--- src/rtl/fpu_32_result_stage.sv ---
// Result stage behind the 32-bit FP adder: special-value fix-up, 2-entry skid buffer,
// sticky exception bits and a delivered-result counter.
module fpu_32_result_stage #(
    parameter bit          FLUSH_UNDERFLOW = 1'b1,
    parameter int unsigned CNT_WIDTH       = 16
) (
    input  logic                 clk,
    input  logic                 rst_n,
    input  logic                 in_valid,
    output logic                 in_ready,
    input  logic [31:0]          in_result,
    input  logic                 in_overflow,
    input  logic                 in_underflow,
    output logic                 out_valid,
    input  logic                 out_ready,
    output logic [31:0]          out_result,
    output logic [1:0]           out_flags,
    output logic                 sticky_overflow,
    output logic                 sticky_underflow,
    input  logic                 clear_sticky,
    output logic [CNT_WIDTH-1:0] result_count
);

    typedef enum logic [1:0] {StEmpty, StOne, StTwo} state_e;

    state_e               state_q, state_d;
    logic [31:0]          out_result_q, skid_result_q;
    logic [1:0]           out_flags_q, skid_flags_q;
    logic                 sticky_ovf_q, sticky_ovf_d;
    logic                 sticky_unf_q, sticky_unf_d;
    logic [CNT_WIDTH-1:0] count_q;

    logic        accept, deliver;
    logic        load_out_in, load_out_skid, load_skid;
    logic [31:0] fix_result;

    // Handshake readiness depends only on registered state.
    assign in_ready  = (state_q != StTwo);
    assign out_valid = (state_q != StEmpty);
    assign accept    = in_valid && in_ready;
    assign deliver   = out_valid && out_ready;

    // Overflow takes priority over underflow when both flags are raised.
    always_comb begin
        fix_result = in_result;
        if (in_overflow) begin
            fix_result = {in_result[31], 8'hFF, 23'h0};
        end else if (in_underflow && FLUSH_UNDERFLOW) begin
            fix_result = {in_result[31], 31'h0};
        end
    end

    always_comb begin
        state_d       = state_q;
        load_out_in   = 1'b0;
        load_out_skid = 1'b0;
        load_skid     = 1'b0;
        unique case (state_q)
            StEmpty: begin
                if (accept) begin
                    state_d     = StOne;
                    load_out_in = 1'b1;
                end
            end
            StOne: begin
                if (accept && deliver) begin
                    load_out_in = 1'b1;
                end else if (accept) begin
                    state_d   = StTwo;
                    load_skid = 1'b1;
                end else if (deliver) begin
                    state_d = StEmpty;
                end
            end
            StTwo: begin
                if (deliver) begin
                    state_d       = StOne;
                    load_out_skid = 1'b1;
                end
            end
            default: state_d = StEmpty;
        endcase
    end

    always_ff @(posedge clk or negedge rst_n) begin
        if (!rst_n) begin
            state_q <= StEmpty;
        end else begin
            state_q <= state_d;
        end
    end

    always_ff @(posedge clk or negedge rst_n) begin
        if (!rst_n) begin
            out_result_q <= 32'h0;
            out_flags_q  <= 2'b00;
        end else if (load_out_in) begin
            out_result_q <= fix_result;
            out_flags_q  <= {in_overflow, in_underflow};
        end else if (load_out_skid) begin
            out_result_q <= skid_result_q;
            out_flags_q  <= skid_flags_q;
        end
    end

    always_ff @(posedge clk or negedge rst_n) begin
        if (!rst_n) begin
            skid_result_q <= 32'h0;
            skid_flags_q  <= 2'b00;
        end else if (load_skid) begin
            skid_result_q <= fix_result;
            skid_flags_q  <= {in_overflow, in_underflow};
        end
    end

    // A set in the same cycle as a clear wins.
    assign sticky_ovf_d = (sticky_ovf_q && !clear_sticky) || (accept && in_overflow);
    assign sticky_unf_d = (sticky_unf_q && !clear_sticky) || (accept && in_underflow);

    always_ff @(posedge clk or negedge rst_n) begin
        if (!rst_n) begin
            sticky_ovf_q <= 1'b0;
            sticky_unf_q <= 1'b0;
        end else begin
            sticky_ovf_q <= sticky_ovf_d;
            sticky_unf_q <= sticky_unf_d;
        end
    end

    always_ff @(posedge clk or negedge rst_n) begin
        if (!rst_n) begin
            count_q <= '0;
        end else if (deliver) begin
            count_q <= count_q + CNT_WIDTH'(1);
        end
    end

    assign out_result       = out_result_q;
    assign out_flags        = out_flags_q;
    assign sticky_overflow  = sticky_ovf_q;
    assign sticky_underflow = sticky_unf_q;
    assign result_count     = count_q;

endmodule

--- config.mk ---
export PLATFORM = sky130hd
export DESIGN_NAME = fpu_32_result_stage
export DESIGN_NICKNAME = d
export VERILOG_FILES = /design/src/rtl/fpu_32_result_stage.sv
export SDC_FILE = /design/constraint.sdc
export NUM_CORES = 1
export LEC_CHECK = 0
export BUFFER_PORTS_ARGS = -buffer_cell sky130_fd_sc_hd__buf_2
export CORE_ASPECT_RATIO = 0.6
export CORE_MARGIN = 1.5
export CORE_UTILIZATION = 45
export CTS_CLUSTER_SIZE = 40
export DETAILED_ROUTE_END_ITERATION = 8
export PLACE_DENSITY = 0.71
export RECOVER_POWER = 100
export SLEW_MARGIN = 10
export SYNTH_ARGS = -nofsm -noshare
export SYNTH_HDL_FRONTEND = slang
export SYNTH_SLANG_ARGS = --single-unit
--- constraint.sdc ---
create_clock -name clk -period 1.58 [get_ports clk]
set_input_delay 0.316 -clock clk [delete_from_list [all_inputs] [get_ports clk]]
set_output_delay 0.316 -clock clk [all_outputs]
set_load 0.02 [all_outputs]
==> results.sh <==
export IMPL_status="finished, final reports clean"
export IMPL_dp_cells=573
export IMPL_layout_nets=517
export IMPL_antenna_found_initial=0
export IMPL_peakVddDrop_mv=0.563
export IMPL_finalNonFillerCells=594
export IMPL_gp_congestion=0.841
export IMPL_wl_per_cell_um=15.4
export IMPL_finalHoldViolCount=0
export IMPL_reg2reg_depth=5
export IMPL_initial_core_util_pct=46.9
export IMPL_crit_fanout=5
export IMPL_intPower_w=0.00538
export IMPL_clock_latency_ns=0.34
export IMPL_port_buffers=92
export IMPL_grt_max_degree=52
export IMPL_die_w_um=125
export IMPL_cts_sinks=88
export IMPL_endpoint_kind="output port"
export IMPL_worstMarginPinSlew_ns=0.912
export IMPL_critical_path_class="flip-flop to output port"
export IMPL_p_leak_nw=2.46
export IMPL_clock_skew_ns=0.00745
export IMPL_netlist_area_leader_share_pct=54.5
export IMPL_synthTopCellsByArea="dfrtp_1, mux2_2, mux2i_1"
export IMPL_synth_seq_cells=88
export IMPL_synth_edf_count=0
export IMPL_grt_pass1_wl_um=14900
export IMPL_viasPerCell=4.97
export IMPL_endpoint="out_valid"
export IMPL_switching_share_pct=32.2
export IMPL_post_route_drc_count=0
export IMPL_crit_start="state_q[0]"
export IMPL_fin_crit_ns=1.56
export IMPL_cts_tree="yes"
export IMPL_power_frac_clock_pct=30.6
export IMPL_cts_buffers_inserted=9
export IMPL_cts_root_buf="clkbuf_16"
export IMPL_setup_viol=0
export IMPL_crit_required_ns=1.26
export IMPL_core_um2=8620
export IMPL_seq_power_share_pct=40.6
export IMPL_period_share_pct=98.6
export IMPL_synth_nets=404
export IMPL_maxSlewViolCount=0
export IMPL_final_common_cell="dfrtp_1"
export IMPL_antenna_cells=0
export IMPL_syn_inst=364
export IMPL_antenna_left=0
export IMPL_dieArea_um2=9570
export IMPL_area_growth_pct=27.0
export IMPL_drt_iter0_drc=89
export IMPL_fin_area_um2=5130
export IMPL_reg2reg_from="state_q[1]"
export IMPL_async_flop_share_pct=100
export IMPL_r2r_end="out_result[21]"
export IMPL_layout_common_cells="dfrtp_1, nand2_1, clkbuf_1, buf_2, o21ai_0"
export IMPL_htree_levels=3
export IMPL_avgSynthCellArea_um2=11.1
export IMPL_arrival_ns=1.24
export IMPL_place_area_um2=4750
export IMPL_cap_violations=0
export IMPL_ys_warn_count=0
export IMPL_die_h_um=76.4
export IMPL_hpwl_um=6300
export IMPL_drt_total_wl_um=9160
export IMPL_synth_cell_area_um2=4040
export IMPL_via_count=2953
export IMPL_netlist_cell_type_count=32
export IMPL_switching_power_w=0.00255
export IMPL_drtPass1Iterations=4
export IMPL_clock_path_buffers=2
export IMPL_startpoint_type="flip-flop"
export IMPL_r2r_slack_ns=0.05
export IMPL_holdCritPathClass="input port to flip-flop"
export IMPL_max_freq_mhz=642
export IMPL_maxSlewHeadroom_pct=39.2
export IMPL_io_pins=93
export IMPL_synth_top_cell_by_area="dfrtp_1"
export IMPL_track_usage_pct=19.8
export IMPL_rows=26
export IMPL_grt_overflow=0
export IMPL_synth_flop_cell="dfrtp_1"
export IMPL_fill_cells=751
export IMPL_rsz0062_at_grt="yes"
export IMPL_seq_area_frac_synth_pct=54.5
export IMPL_clkTransAtPathRegs_ns=0.06
export IMPL_grt_pass1_vias=2923
export IMPL_power_frac_comb_pct=28.8
export IMPL_p_per_area_nw_per_um2=1550
export IMPL_drive_above_1_share_pct=26.8
==> through the flow <==
| step | setup slack, ns | power (W) | util (%) | setup TNS, ns | hold WS [ns] |
|---|---|---|---|---|---|
| 3_5_place_dp | -0.0853 | 0.00549 | 55.1 | -0.920 | 0.323 |
| 6_report | 0.0222 | 0.00794 | 59.5 | 0 | 0.180 |
| 3_3_place_gp | -0.0234 | 0.00539 | 55.1 | -0.369 | 0.318 |
| 2_1_floorplan | -0.0212 | 0.00467 | - | -0.0445 | 0.0204 |
| 4_1_cts | -0.0582 | 0.00795 | 59.2 | -0.0582 | 0.165 |
| 5_1_grt | -0.0369 | 0.00839 | 59.5 | -0.252 | 0.202 |
==> worst min path at each step <==
| stage | slack (ns) | end | from | cells after the start |
|---|---|---|---|---|
| floorplan | 0.02 | out_flags[0] | rst_n | 0 |
| global placement | 0.32 | out_result[24] | rst_n | 2 |
| detailed placement | 0.32 | result_count[11] | rst_n | 2 |
| CTS | 0.16 | sticky_underflow | clear_sticky | 2 |
| global route | 0.20 | sticky_overflow | clear_sticky | 2 |
| finish | 0.18 | sticky_underflow | clear_sticky | 2 |
==> synthesized netlist by cell type, drive strengths merged (3+ instances only) <==
master / n
dfrtp: 88
nand2: 62
mux2: 38
o21ai: 36
inv: 26
mux2i: 24
a21oi: 23
buf: 12
xnor2: 9
nor2: 8
clkbuf: 6
xor2: 6
nand3: 4
and3: 3
nand2b: 3
nand4: 3
==> registers in the layout, summed over array words and instances (netlist names) <==
name and cells:
out_result 32, result_count 16, out_flags 2, state_q 2
sticky_overflow 1, sticky_underflow 1, skid_result_q 32, skid_flags_q 2
==> per-layer routing <==
metal	global-route usage, %	vias up	wire length [um]
met5	0	-	0
met3	5.20	13	454
met4	6.93	0	125
li1	-	1447	-
met1	30.3	1414	4830
met2	26.8	79	3750
==> worst max-delay path, stage by stage, from the launching register on <==
cell     delay (ns)
dfrtp_2        0.45
or2_2          0.30
buf_4          0.16
==> cell type report <==
cell class              count  area [um^2]  area share, %
clock inverters             7          118           2.29
well taps                 112          140           2.73
clock buffers               9          225           4.39
multi-input cells         231         1670           32.5
inverters                  27          101           1.98
repair buffers            120          674           13.1
flip-flops and latches     88         2200           42.9
==> cell families (layout without fill, tap and decap cells) <==
| kind of cell | Yosys count | after routing | synth area share, % |
|---|---|---|---|
| AND/OR/NAND/NOR | 92 | 92 | 10.7 |
| flip-flops | 88 | 88 | 54.5 |
| multiplexers | 62 | 62 | 17.8 |
| AO/OA/AOI/OAI | 61 | 61 | 7.65 |
| buffers and inverters | 45 | 163 | 5.76 |
| XOR/XNOR | 15 | 15 | 3.25 |
| adder cells (fa/ha/maj) | 1 | 1 | 0.310 |
==> power by group through the flow <==
| stage | Sequential (W) | Clock [W] | Combinational [W] |
|---|---|---|---|
| after floorplan | 0.00360 | 0 | 0.00108 |
| after global placement | 0.00321 | 0 | 0.00218 |
| after detailed placement | 0.00323 | 0 | 0.00226 |
| after CTS | 0.00320 | 0.00249 | 0.00226 |
| after global routing | 0.00330 | 0.00258 | 0.00250 |
| final | 0.00322 | 0.00243 | 0.00229 |
==> timing repair <==
item                                   4_1_cts  5_1_grt
buffers inserted                             0        3
endpoints found under the hold margin       51        0
setup endpoints to repair                   21       42
hold buffers                                 1        0
resized for setup                            2       21
pin swaps                                    0        1
cloned                                       0        1
Power figures use the tool's default switching activity.
